## src/rtl/round_banner_pkg.sv

```systemverilog
// Shared definitions for the round-number banner renderer.
//   banner_state_e : FSM encoding (IDLE / SHOW)
//   KEY_INDEX      : palette index treated as transparent
//   MAX_ROUND      : highest round number with a banner sprite
//   PIPE_LATENCY   : DrawX/DrawY -> pal_index/pixel_on latency; the colour
//                    mux delays its other layers by this many cycles
package round_banner_pkg;

  typedef enum logic [0:0] {
    IDLE = 1'b0,
    SHOW = 1'b1
  } banner_state_e;

  localparam logic [3:0] KEY_INDEX    = 4'd0;
  localparam logic [3:0] MAX_ROUND    = 4'd9;
  localparam int         PIPE_LATENCY = 3;

  // A round number has a banner only in 1..MAX_ROUND.
  function automatic logic round_valid(input logic [3:0] n);
    return (n >= 4'd1) && (n <= MAX_ROUND);
  endfunction

endpackage

```

## src/rtl/round_banner_renderer_if.sv

```systemverilog
// Pixel-side bundle of the banner renderer.
//   slave  : the renderer (beam/sync/round inputs, ROM data in; ROM select,
//            ROM address, palette index, pixel flag and busy out)
//   master : the driving side (video timing, game logic, sprite ROM)
interface round_banner_renderer_if #(
  parameter int ADDR_W = 11
);
  logic [9:0]        DrawX;
  logic [9:0]        DrawY;
  logic              blank;
  logic              vs;
  logic              round_start;
  logic [3:0]        round_num;
  logic [3:0]        rom_sel;
  logic [ADDR_W-1:0] rom_addr;
  logic [3:0]        rom_q;
  logic [3:0]        pal_index;
  logic              pixel_on;
  logic              busy;

  modport slave (
    input  DrawX, DrawY, blank, vs, round_start, round_num, rom_q,
    output rom_sel, rom_addr, pal_index, pixel_on, busy
  );

  modport master (
    output DrawX, DrawY, blank, vs, round_start, round_num, rom_q,
    input  rom_sel, rom_addr, pal_index, pixel_on, busy
  );
endinterface

```

## src/rtl/banner_frame_fsm.sv

```systemverilog
// Frame-counted show/blink controller for the round banner.
// Ports:
//   Clk, Reset_n : pixel clock, async active-low reset
//   vs           : vertical sync (active low); its falling edge is the frame tick
//   round_start  : one-cycle pulse, round_num sampled with it
//   rom_sel      : latched round number (selects RoundN ROM/palette)
//   busy         : banner active (SHOW)
//   vis_frame    : banner visible for the current frame, changes only on tick
module banner_frame_fsm #(
  parameter int SHOW_FRAMES  = 180,
  parameter int BLINK_FRAMES = 15
) (
  input  logic       Clk,
  input  logic       Reset_n,
  input  logic       vs,
  input  logic       round_start,
  input  logic [3:0] round_num,
  output logic [3:0] rom_sel,
  output logic       busy,
  output logic       vis_frame
);
  import round_banner_pkg::*;

  localparam int FW = $clog2(SHOW_FRAMES + 1);
  localparam int BW = $clog2(BLINK_FRAMES);

  localparam logic [0:0] ST_IDLE = IDLE;
  localparam logic [0:0] ST_SHOW = SHOW;

  logic [0:0]    state_r;
  logic          vs_d_r;
  logic [FW-1:0] frame_cnt_r;
  logic [BW-1:0] blink_cnt_r;
  logic          phase_r;
  logic          vis_frame_r;
  logic [3:0]    rom_sel_r;
  logic          tick_s;
  logic          start_s;

  assign tick_s  = vs_d_r & ~vs;
  assign start_s = round_start & round_valid(round_num);

  // Sync edge register, visibility snapshot, and the show/blink FSM.
  always_ff @(posedge Clk or negedge Reset_n) begin
    if (!Reset_n) begin
      state_r     <= ST_IDLE;
      vs_d_r      <= 1'b0;
      frame_cnt_r <= '0;
      blink_cnt_r <= '0;
      phase_r     <= 1'b0;
      vis_frame_r <= 1'b0;
      rom_sel_r   <= 4'd0;
    end else begin
      vs_d_r <= vs;

      // Snapshot uses pre-update state so a mid-frame change waits a frame.
      if (tick_s) begin
        vis_frame_r <= (state_r == ST_SHOW) && phase_r;
      end

      // A valid start (also a retrigger) wins over a same-cycle tick.
      if (start_s) begin
        state_r     <= ST_SHOW;
        rom_sel_r   <= round_num;
        frame_cnt_r <= FW'(SHOW_FRAMES);
        blink_cnt_r <= '0;
        phase_r     <= 1'b1;
      end else if ((state_r == ST_SHOW) && tick_s) begin
        if (frame_cnt_r == FW'(1)) begin
          state_r <= ST_IDLE;
        end
        frame_cnt_r <= frame_cnt_r - FW'(1);
        if (blink_cnt_r == BW'(BLINK_FRAMES - 1)) begin
          blink_cnt_r <= '0;
          phase_r     <= ~phase_r;
        end else begin
          blink_cnt_r <= blink_cnt_r + BW'(1);
        end
      end
    end
  end

  assign rom_sel   = rom_sel_r;
  assign busy      = (state_r == ST_SHOW);
  assign vis_frame = vis_frame_r;

endmodule

```

## src/rtl/round_banner_renderer.sv

```systemverilog
// Round banner pixel front end: box test and sprite ROM addressing, then
// alignment of the ROM's palette index with a pixel-on flag.
// DrawX/DrawY/blank -> pal_index/pixel_on takes exactly PIPE_LATENCY cycles.
// Ports:
//   Clk, Reset_n : pixel clock, async active-low reset
//   bus (slave)  : DrawX, DrawY, blank, vs, round_start, round_num, rom_q in;
//                  rom_sel, rom_addr, pal_index, pixel_on, busy out
module round_banner_renderer #(
  parameter int         SPR_W        = 64,
  parameter int         SPR_H        = 32,
  parameter int         SCALE_SHIFT  = 1,
  parameter int         POS_X        = 256,
  parameter int         POS_Y        = 64,
  parameter int         SHOW_FRAMES  = 180,
  parameter int         BLINK_FRAMES = 15,
  parameter logic [3:0] KEY_INDEX    = round_banner_pkg::KEY_INDEX,
  parameter int         ADDR_W       = 11
) (
  input logic                    Clk,
  input logic                    Reset_n,
  round_banner_renderer_if.slave bus
);
  import round_banner_pkg::*;

  localparam int XW = $clog2(SPR_W);
  localparam int YW = $clog2(SPR_H);

  // Box bounds at 11 bits so POS + size never wraps.
  localparam logic [10:0] X_LO = 11'(POS_X);
  localparam logic [10:0] X_HI = 11'(POS_X + (SPR_W << SCALE_SHIFT));
  localparam logic [10:0] Y_LO = 11'(POS_Y);
  localparam logic [10:0] Y_HI = 11'(POS_Y + (SPR_H << SCALE_SHIFT));

  logic [10:0]       x11_s;
  logic [10:0]       y11_s;
  logic [10:0]       x_rel_s;
  logic [10:0]       y_rel_s;
  logic [XW-1:0]     xs_s;
  logic [YW-1:0]     ys_s;
  logic [ADDR_W-1:0] addr_s;
  logic              in_box_s;
  logic              hit_s;
  logic              vis_frame_s;
  logic [3:0]        rom_sel_s;
  logic              busy_s;

  logic              in_box_r;
  logic              vis_d1_r;
  logic [ADDR_W-1:0] rom_addr_r;
  logic              in_box_d2_r;
  logic              vis_d2_r;
  logic [3:0]        pal_index_r;
  logic              pixel_on_r;

  banner_frame_fsm #(
    .SHOW_FRAMES  (SHOW_FRAMES),
    .BLINK_FRAMES (BLINK_FRAMES)
  ) u_fsm (
    .Clk         (Clk),
    .Reset_n     (Reset_n),
    .vs          (bus.vs),
    .round_start (bus.round_start),
    .round_num   (bus.round_num),
    .rom_sel     (rom_sel_s),
    .busy        (busy_s),
    .vis_frame   (vis_frame_s)
  );

  assign x11_s   = {1'b0, bus.DrawX};
  assign y11_s   = {1'b0, bus.DrawY};
  assign x_rel_s = x11_s - X_LO;
  assign y_rel_s = y11_s - Y_LO;
  assign xs_s    = XW'(x_rel_s >> SCALE_SHIFT);
  assign ys_s    = YW'(y_rel_s >> SCALE_SHIFT);
  // SPR_W is a power of two, so row*SPR_W + col is a concatenation.
  assign addr_s  = ADDR_W'({ys_s, xs_s});

  assign in_box_s = bus.blank &&
                    (x11_s >= X_LO) && (x11_s < X_HI) &&
                    (y11_s >= Y_LO) && (y11_s < Y_HI);

  assign hit_s = in_box_d2_r && vis_d2_r;

  // S1 address/box, S2 alignment with ROM latency, S3 palette output.
  always_ff @(posedge Clk or negedge Reset_n) begin
    if (!Reset_n) begin
      in_box_r    <= 1'b0;
      vis_d1_r    <= 1'b0;
      rom_addr_r  <= '0;
      in_box_d2_r <= 1'b0;
      vis_d2_r    <= 1'b0;
      pal_index_r <= 4'd0;
      pixel_on_r  <= 1'b0;
    end else begin
      in_box_r    <= in_box_s;
      vis_d1_r    <= vis_frame_s;
      rom_addr_r  <= in_box_s ? addr_s : '0;
      in_box_d2_r <= in_box_r;
      vis_d2_r    <= vis_d1_r;
      pal_index_r <= hit_s ? bus.rom_q : KEY_INDEX;
      pixel_on_r  <= hit_s && (bus.rom_q != KEY_INDEX);
    end
  end

  assign bus.rom_sel   = rom_sel_s;
  assign bus.busy      = busy_s;
  assign bus.rom_addr  = rom_addr_r;
  assign bus.pal_index = pal_index_r;
  assign bus.pixel_on  = pixel_on_r;

endmodule

```

## src/flat_wrapper.sv

```systemverilog
// flat-port wrapper written by rule: the top's interface ports become plain ports
module round_banner_renderer_flat import round_banner_pkg::*;
#(
  parameter int         SPR_W        = 64,
  parameter int         SPR_H        = 32,
  parameter int         SCALE_SHIFT  = 1,
  parameter int         POS_X        = 256,
  parameter int         POS_Y        = 64,
  parameter int         SHOW_FRAMES  = 180,
  parameter int         BLINK_FRAMES = 15,
  parameter logic [3:0] KEY_INDEX    = round_banner_pkg::KEY_INDEX,
  parameter int         ADDR_W       = 11
)
  (Clk, Reset_n, bus_DrawX, bus_DrawY, bus_blank, bus_vs, bus_round_start, bus_round_num, bus_rom_q, bus_rom_sel, bus_rom_addr, bus_pal_index, bus_pixel_on, bus_busy);
  round_banner_renderer_if #(.ADDR_W(ADDR_W)) bus_i ();
  input logic Clk;
  input logic Reset_n;
  input wire logic [$bits(bus_i.DrawX)-1:0] bus_DrawX;
  input wire logic [$bits(bus_i.DrawY)-1:0] bus_DrawY;
  input wire logic [$bits(bus_i.blank)-1:0] bus_blank;
  input wire logic [$bits(bus_i.vs)-1:0] bus_vs;
  input wire logic [$bits(bus_i.round_start)-1:0] bus_round_start;
  input wire logic [$bits(bus_i.round_num)-1:0] bus_round_num;
  input wire logic [$bits(bus_i.rom_q)-1:0] bus_rom_q;
  output wire logic [$bits(bus_i.rom_sel)-1:0] bus_rom_sel;
  output wire logic [$bits(bus_i.rom_addr)-1:0] bus_rom_addr;
  output wire logic [$bits(bus_i.pal_index)-1:0] bus_pal_index;
  output wire logic [$bits(bus_i.pixel_on)-1:0] bus_pixel_on;
  output wire logic [$bits(bus_i.busy)-1:0] bus_busy;
  assign bus_i.DrawX = bus_DrawX;
  assign bus_i.DrawY = bus_DrawY;
  assign bus_i.blank = bus_blank;
  assign bus_i.vs = bus_vs;
  assign bus_i.round_start = bus_round_start;
  assign bus_i.round_num = bus_round_num;
  assign bus_i.rom_q = bus_rom_q;
  assign bus_rom_sel = bus_i.rom_sel;
  assign bus_rom_addr = bus_i.rom_addr;
  assign bus_pal_index = bus_i.pal_index;
  assign bus_pixel_on = bus_i.pixel_on;
  assign bus_busy = bus_i.busy;
  round_banner_renderer #(.SPR_W(SPR_W), .SPR_H(SPR_H), .SCALE_SHIFT(SCALE_SHIFT), .POS_X(POS_X), .POS_Y(POS_Y), .SHOW_FRAMES(SHOW_FRAMES), .BLINK_FRAMES(BLINK_FRAMES), .KEY_INDEX(KEY_INDEX), .ADDR_W(ADDR_W)) u_core (.Clk(Clk), .Reset_n(Reset_n), .bus(bus_i));
endmodule
```

## config.mk

```make
export PLATFORM = sky130hd
export DESIGN_NAME = round_banner_renderer_flat
export DESIGN_NICKNAME = d
export VERILOG_FILES = /design/src/rtl/round_banner_pkg.sv /design/src/rtl/round_banner_renderer_if.sv /design/src/rtl/banner_frame_fsm.sv /design/src/rtl/round_banner_renderer.sv /design/src/flat_wrapper.sv
export SDC_FILE = /design/constraint.sdc
export NUM_CORES = 1
export LEC_CHECK = 0
export ABC_AREA = 1
export CAP_MARGIN = 40
export CORE_UTILIZATION = 36
export DETAILED_ROUTE_END_ITERATION = 8
export PLACE_DENSITY = 0.7
export SETUP_SLACK_MARGIN = 0.4
export SYNTH_ARGS = -nofsm -noshare
export SYNTH_HDL_FRONTEND = slang
export SYNTH_HIERARCHICAL = 1
export SYNTH_SLANG_ARGS = --single-unit
```

## constraint.sdc

```tcl
create_clock -name Clk -period 1.3 [get_ports Clk]
set_input_delay 0.195 -clock Clk [delete_from_list [all_inputs] [get_ports Clk]]
set_output_delay 0.195 -clock Clk [all_outputs]
set_load 0.02 [all_outputs]
```

==> results_tabular.tex, run 1 <==
\begin{tabular}{lr}
\hline
Metric & Value \\
\hline
\multicolumn{2}{l}{\textbf{Outcome}} \\
Outcome & completed \\
\multicolumn{2}{l}{\textbf{Timing}} \\
Unrepaired setup endpoints after global routing & true \\
Max Transition Viols Final & 0 \\
Final cycle utilization of the critical path & roughly 92\% \\
Final-layout setup total negative slack & 0 ns \\
Endpoints failing setup & 0 \\
Actual transition at the worst max-transition pin & between 0.2 and 0.25 ns \\
Achievable clock frequency & about 0.83 GHz \\
Time the final worst path needs with I/O delays and setup & between 1 and 1.5 ns \\
Final hold viol count & 0 \\
Worst clock skew & 0.00408 ns \\
Worst-case headroom to the max-slew limit & between 80\% and 90\% \\
Worst hold-check slack & about 0.16 ns \\
Final critical-path setup slack & approximately 0.098 ns \\
\multicolumn{2}{l}{\textbf{Detailed routing}} \\
Pre-Repair DR Iteration Count & 4 \\
Number of nets with antenna violations after detailed routing & 0 \\
Vias after detailed routing & 1512 \\
Starting DRT DRC Count & 26 \\
Via/cell ratio & $\sim$4.3 \\
DRC viols & 0 \\
Routed length per placed instance & 10.8 microns \\
Routed Wire Length & $\sim$3.8 mm \\
\multicolumn{2}{l}{\textbf{Power}} \\
Static leakage & about 1.5 nW \\
Power per unit of standard cell area & $\sim$1000 nW/um\^{}2 \\
Post-route total power & roughly 2.8 mW \\
Maximum VDD drop & 0.000659 V \\
\multicolumn{2}{l}{\textbf{Worst hold path}} \\
Min-Delay Path Class & in2reg \\
\multicolumn{2}{l}{\textbf{Global routing}} \\
Global routing met2 resource utilization & roughly a quarter \\
Layer with the highest usage after global routing & met2 \\
Antenna violations before repair & 0 \\
Largest net degree at the start of global routing & 36 \\
Vias in the first global route & 1404 \\
Global router's overall resource usage & 14.6\% \\
Global route total overflow & 0 \\
Routing usage on met3 & 5.00\% \\
Met1 global-route usage & between 10\% and 20\% \\
Global-route wire length before repair & $\sim$5.8 mm \\
\multicolumn{2}{l}{\textbf{Worst setup path}} \\
Worst setup path category & reg2reg \\
Kind of end point of the critical path & flip-flop \\
Highest fanout seen on the critical path & 4 \\
Data required, critical path & 1.47 ns \\
Setup crit start kind & flip-flop \\
Worst Path Arrival & around 1.4 ns \\
\multicolumn{2}{l}{\textbf{Synth}} \\
Seq cells post-synth & 40 \\
Post-synthesis instance area & approximately 1800 sq um \\
Sequential element share of the synthesized area & between 50 and 60\% \\
Number of distinct library cell variants in the gate-level netlist after synthesis & 21 \\
Mapped Cells & approximately 200 \\
YS warnings & 6 \\
Total nets after synthesis & between 200 and 250 \\
Average instance area after synthesis & approximately 9.0 sq um \\
\multicolumn{2}{l}{\textbf{Clock tree}} \\
Total clock buffers created by CTS & 5 \\
Clock insertion delay at the later pin of the skew report & 0.29 ns \\
Clock-pin slew reported for the worst setup and hold paths after clock tree synthesis & about 0.070 ns \\
Clock sink count & 40 \\
Number of H-tree levels & 2 \\
Cell at the root of the clock tree & sky130\_fd\_sc\_hd\_\_clkbuf\_8 \\
Number of buffers on the longest clock path & 2 \\
CTS tree & done \\
\multicolumn{2}{l}{\textbf{Final layout}} \\
Leading cell type in the layout, fill and taps excluded & sky130\_fd\_sc\_hd\_\_nand2\_1 \\
Fill cell total of the finished layout & roughly 410 \\
Filler-free cell count of the finished design & approximately 350 \\
Number of diodes added for antenna fixing & 0 \\
Relative area change from synthesis to final layout & 58.4\% \\
Share of final-layout standard cells stronger than drive strength 1 & 38.7\% \\
Commonest non-fill, non-tap cells in the layout & sky130\_fd\_sc\_hd\_\_nand2\_1 (39), sky130\_fd\_sc\_hd\_\_dfrtp\_1 (37), sky130\_fd\_sc\_hd\_\_inv\_1 (28) \\
Final \#Nets & approximately 320 \\
\multicolumn{2}{l}{\textbf{Floorplan}} \\
Die outline area & roughly 5200 sq um \\
Horizontal die dimension & between 70 and 80 microns \\
Height of the die & 72.4 microns \\
Initial core utilization & approximately 38\% \\
Placeable core region & about 4800 sq um \\
Num rows & 25 \\
Num ports & between 50 and 60 \\
\multicolumn{2}{l}{\textbf{Placement}} \\
Placed Cells & roughly 330 \\
Placer congestion estimate & approximately 0.76 \\
Port buffer count & just over 50 \\
Post-Place Setup Slack & -0.149 ns \\
HPWL after DPL & between 2 and 2.5 mm \\
\multicolumn{2}{l}{\textbf{Run}} \\
Reported max-cap violation count & 0 \\
\hline
\end{tabular}
[logic make-up (layout without fill, tap and decap cells)]
family          Yosys count  count (layout)  synth area share (%)
simple gates            101             102                  27.6
buf+inv                  43             126                  10.1
flops                    40              40                  56.1
compound gates           10              10                  3.30
fa+ha+maj                 4               4                  2.81
[metrics by stage]
stage / util, % / area (sq um)
after floorplan: - / 1800
after global placement: 51.7 / 2460
after detailed placement: 51.7 / 2460
after CTS: 57.8 / 2750
after global routing: 59.4 / 2820
final: 59.4 / 2820
[flip-flops by register name, indices dropped and copies added, names as in the netlist, 4 cells and up]
name and cells:
u_core/bus.rom_addr 11, u_core/u_fsm/blink_cnt_r 4, u_core/u_fsm/rom_sel 4, u_core/u_fsm/frame_cnt_r 8, u_core/bus.pal_index 4
[routing by layer]
layer | share of wire [%] | vias to the layer above | wire length [microns]
met3 | 5.1 | 5 | 192
met2 | 53 | 42 | 1990
met5 | 0 | - | 0
met1 | 41 | 697 | 1530
met4 | 1.4 | 0 | 54
li1 | - | 768 | -
[path summary, 6_finish.rpt]
kind / from / depth (start not counted) / slack, ns / to
min reg2reg: u_core/vis_d1_r$_DFF_PN0_ / 0 / 0.35 / u_core/vis_d2_r$_DFF_PN0_
min in group asynchronous: Reset_n / 2 / 0.28 / u_core/bus.pal_index[2]$_DFF_PN0_
max in group asynchronous: Reset_n / 3 / 0.61 / u_core/u_fsm/busy$_DFFE_PN0P_
max: u_core/u_fsm/blink_cnt_r[0]$_DFFE_PN0P_ / 7 / 0.1 / u_core/u_fsm/phase_r$_DFFE_PN0P_
min: bus_round_num[2] / 3 / 0.16 / u_core/u_fsm/rom_sel[2]$_DFFE_PN0N_
max reg2reg: u_core/u_fsm/blink_cnt_r[0]$_DFFE_PN0P_ / 7 / 0.1 / u_core/u_fsm/phase_r$_DFFE_PN0P_
[where the power goes]
group	switching (mW)	total (mW)	leakage (nW)	internal [mW]
combinational	0.310	0.636	0.986	0.326
clock	0.409	0.785	0.0422	0.377
sequential	0.0713	1.39	0.506	1.32
[cell usage after synthesis]
cell	count	area, sq um
sky130_fd_sc_hd__nand2_1	45	169
sky130_fd_sc_hd__dfrtp_1	40	1000
sky130_fd_sc_hd__inv_1	38	143
sky130_fd_sc_hd__nor2_1	18	67.6
sky130_fd_sc_hd__nand3_1	12	60.1
sky130_fd_sc_hd__nor2_2	11	68.8
sky130_fd_sc_hd__nand4_1	5	31.3
sky130_fd_sc_hd__ha_1	4	50.1
sky130_fd_sc_hd__nor2_4	4	45.0
sky130_fd_sc_hd__o21ai_0	4	20.0
sky130_fd_sc_hd__nand2_2	3	18.8
sky130_fd_sc_hd__buf_6	2	22.5
sky130_fd_sc_hd__inv_2	2	7.51
sky130_fd_sc_hd__o21ai_1	2	10.0
sky130_fd_sc_hd__o21ai_2	2	17.5
sky130_fd_sc_hd__a21oi_1	1	5.00
sky130_fd_sc_hd__a31oi_1	1	6.26
sky130_fd_sc_hd__buf_4	1	7.51
sky130_fd_sc_hd__nand3_2	1	10.0
sky130_fd_sc_hd__nand3_4	1	17.5
sky130_fd_sc_hd__nor3_1	1	5.00
[final cells by class]
cell class,instances,area [sq um],area share (%)
flip-flops and latches,40,1000,35.6
well taps,67,83.8,2.97
clock buffers,7,76.3,2.70
multi-input cells,116,727,25.7
clock inverters,1,5.00,0.177
repair buffers,78,774,27.4
inverters,40,153,5.41
[critical path, cell delays in order (launching register included)]
cell,delay [ns]
sky130_fd_sc_hd__dfrtp_1,0.41
sky130_fd_sc_hd__inv_2,0.09
sky130_fd_sc_hd__ha_4,0.14
sky130_fd_sc_hd__nand2_4,0.05
sky130_fd_sc_hd__nor2_4,0.13
sky130_fd_sc_hd__inv_2,0.06
sky130_fd_sc_hd__o21ai_1,0.11
sky130_fd_sc_hd__nand3_1,0.09
[repair_timing]
item | in CTS | in global routing
pin swaps | 15 | 21
hold buffers | 1 | 0
endpoints found under the setup margin | 52 | 52
endpoints found under the hold margin | 40 | 0
cloned | 1 | 0
gates resized for setup | 156 | 26
setup buffers | 11 | 3
(Power assumes the default switching activity.)
==> run 2, diff against run 1 <==
--- a/config.mk
+++ b/config.mk
@@ -8,6 +8,7 @@
 export ABC_AREA = 1
 export CAP_MARGIN = 40
 export CORE_UTILIZATION = 36
+export CTS_BUF_LIST = sky130_fd_sc_hd__clkbuf_16
 export DETAILED_ROUTE_END_ITERATION = 8
 export PLACE_DENSITY = 0.7
 export SETUP_SLACK_MARGIN = 0.4
==> run 2 against run 1 <==
Routed wire length up 5.8%. Clock-buffer cell count down 2. Utilization up 1.9 points. Combinational power up 8.6%. Fmax down 2.0%. Sequential power about the same. Non-clock buffer count up 2. Highest routed layer unchanged.
==> results_tabular.tex, run 2 (synthesis results as in run 1) <==
\begin{tabular}{lr}
\hline
Metric & Value \\
\hline
\multicolumn{2}{l}{\textbf{Timing}} \\
Time the final worst path needs with I/O delays and setup & approximately 1.2 ns \\
Final cycle utilization of the critical path & about 94\% \\
Final hold viol count & 0 \\
Worst clock skew & between 0.002 and 0.003 ns \\
Unrepaired setup endpoints after global routing & true \\
Max Transition Viols Final & 0 \\
Endpoints failing setup & 0 \\
Actual transition at the worst max-transition pin & between 0.2 and 0.25 ns \\
Achievable clock frequency & 0.815 GHz \\
Worst-case headroom to the max-slew limit & a little under nine tenths \\
Final-layout setup total negative slack & 0 ns \\
\multicolumn{2}{l}{\textbf{Worst setup path}} \\
Highest fanout seen on the critical path & 3 \\
Setup crit start kind & flip-flop \\
Worst Path Arrival & between 1 and 1.5 ns \\
Data required, critical path & between 1 and 1.5 ns \\
Kind of end point of the critical path & flip-flop \\
Worst setup path category & reg2reg \\
\multicolumn{2}{l}{\textbf{Detailed routing}} \\
Number of nets with antenna violations after detailed routing & 0 \\
Routed length per placed instance & $\sim$11 microns \\
Pre-Repair DR Iteration Count & 4 \\
Vias after detailed routing & approximately 1.5k \\
Starting DRT DRC Count & 44 \\
Routed Wire Length & between 3 and 4 mm \\
Via/cell ratio & approximately 4.4 \\
DRC viols & 0 \\
\multicolumn{2}{l}{\textbf{Final layout}} \\
Final \#Nets & 320 \\
Share of final-layout standard cells stronger than drive strength 1 & roughly two fifths \\
Design Area, Final & about 2900 sq um \\
Number of diodes added for antenna fixing & 0 \\
Max reg flops & 11 \\
Relative area change from synthesis to final layout & 63.4\% \\
Commonest non-fill, non-tap cells in the layout & sky130\_fd\_sc\_hd\_\_nand2\_1 (38), sky130\_fd\_sc\_hd\_\_dfrtp\_1 (38), sky130\_fd\_sc\_hd\_\_inv\_1 (32) \\
\multicolumn{2}{l}{\textbf{Power}} \\
Power per unit of standard cell area & between 1000 and 1500 nW/um\^{}2 \\
Maximum VDD drop & 0.000799 V \\
Static leakage & between 1.5 and 2 nW \\
\multicolumn{2}{l}{\textbf{Global routing}} \\
Global router's overall resource usage & about 15\% \\
Antenna violations before repair & 0 \\
Global route total overflow & 0 \\
Largest net degree at the start of global routing & 36 \\
Vias in the first global route & around 1.4k \\
Global-route wire length before repair & approximately 6.0 mm \\
\multicolumn{2}{l}{\textbf{Clock tree}} \\
Total clock buffers created by CTS & 5 \\
Cell at the root of the clock tree & sky130\_fd\_sc\_hd\_\_clkbuf\_16 \\
Clock-pin slew reported for the worst setup and hold paths after clock tree synthesis & $\sim$0.060 ns \\
Number of buffers on the longest clock path & 2 \\
CTS tree & done \\
Number of H-tree levels & 2 \\
Clock sink count & 40 \\
Clock insertion delay at the later pin of the skew report & 0.28 ns \\
\multicolumn{2}{l}{\textbf{Floorplan}} \\
Num rows & 25 \\
Placeable core region & between 4000 and 5000 sq um \\
Initial core utilization & roughly 38\% \\
Num ports & 54 \\
Die outline area & about 5200 sq um \\
Height of the die & 72.4 microns \\
Horizontal die dimension & about 72 microns \\
\multicolumn{2}{l}{\textbf{Placement}} \\
HPWL after DPL & roughly 2.5 mm \\
Cell area reported after detailed placement & 2460 sq um \\
Port buffer count & 51 \\
Placer congestion estimate & 0.764 \\
\multicolumn{2}{l}{\textbf{Run}} \\
Reported max-cap violation count & 0 \\
\multicolumn{2}{l}{\textbf{Worst hold path}} \\
Min-Delay Path Class & in2reg \\
\multicolumn{2}{l}{\textbf{Outcome}} \\
Outcome & completed \\
\hline
\end{tabular}
## run 2: cell types whose count changed in the layout (fill, tap and decap cells not counted), sizes merged
cell           delta
clkdlybuf4s15     +2
buf               +2
dlygate4sd2       -3
clkbuf            -1
inv               +2
## run 2: worst paths after layout
kind,from,end,slack [ns],cells past startpoint
min in group asynchronous,Reset_n,u_core/bus.pal_index[2]$_DFF_PN0_,0.30,2
worst max-delay path,u_core/u_fsm/blink_cnt_r[0]$_DFFE_PN0P_,u_core/u_fsm/phase_r$_DFFE_PN0P_,0.07,7
max in group asynchronous,Reset_n,u_core/u_fsm/busy$_DFFE_PN0P_,0.59,3
worst min-delay path,bus_round_num[1],u_core/u_fsm/rom_sel[1]$_DFFE_PN0N_,0.16,3
worst max register to register,u_core/u_fsm/blink_cnt_r[0]$_DFFE_PN0P_,u_core/u_fsm/phase_r$_DFFE_PN0P_,0.07,7
worst min register to register,u_core/in_box_r$_DFF_PN0_,u_core/in_box_d2_r$_DFF_PN0_,0.35,0
## run 2: per-layer routing
layer	global-route usage (%)	vias to the layer above	part of all wire [%]
met5	0	-	0
met4	5.88	0	1.8
met3	4.17	6	5.1
met2	26.3	50	52
met1	17.2	708	41
li1	-	769	-
## run 2: power by group
group | switching (mW) | internal, mW
clock | 0.444 | 0.692
combinational | 0.330 | 0.361
sequential | 0.0752 | 1.32
## run 2: timing repair
item	4_1_cts	5_1_grt
setup endpoints to repair	52	52
hold endpoints to repair	40	0
resized for setup	150	41
pin swaps	11	19
gates cloned	1	0
setup buffers	8	8
hold buffers	1	0
## run 2: metrics by stage
stage | setup slack [ns] | std cells | utilization [%] | hold slack, ns | total power, mW
finish | 0.0737 | 351 | 61.3 | 0.162 | 3.23
global route | 0.0323 | 351 | 61.3 | 0.176 | 3.38
CTS | 0.0741 | 343 | 58.3 | 0.183 | 3.14
detailed placement | -0.149 | 325 | 51.7 | 0.0351 | 1.91
global placement | -0.129 | 325 | 51.7 | 0.0353 | 1.90
floorplan | 0.148 | 198 | - | -0.101 | 1.67
## run 2: layout make-up
cell class                      instances  area, sq um
Fill cell                             401         1840
Sequential cell                        40         1000
Timing Repair Buffer                   80          788
Multi-Input combinational cell        116          744
Inverter                               40          155
Clock buffer                            5          125
Tap cell                               67         83.8
Clock inverter                          3         12.5
## run 2: critical path: stages, from the launching register on
cell	delay [ns]
sky130_fd_sc_hd__dfrtp_1	0.41
sky130_fd_sc_hd__inv_2	0.09
sky130_fd_sc_hd__ha_4	0.13
sky130_fd_sc_hd__nand2_4	0.05
sky130_fd_sc_hd__nor2_4	0.14
sky130_fd_sc_hd__inv_2	0.06
sky130_fd_sc_hd__o21ai_1	0.12
sky130_fd_sc_hd__nand3_1	0.10
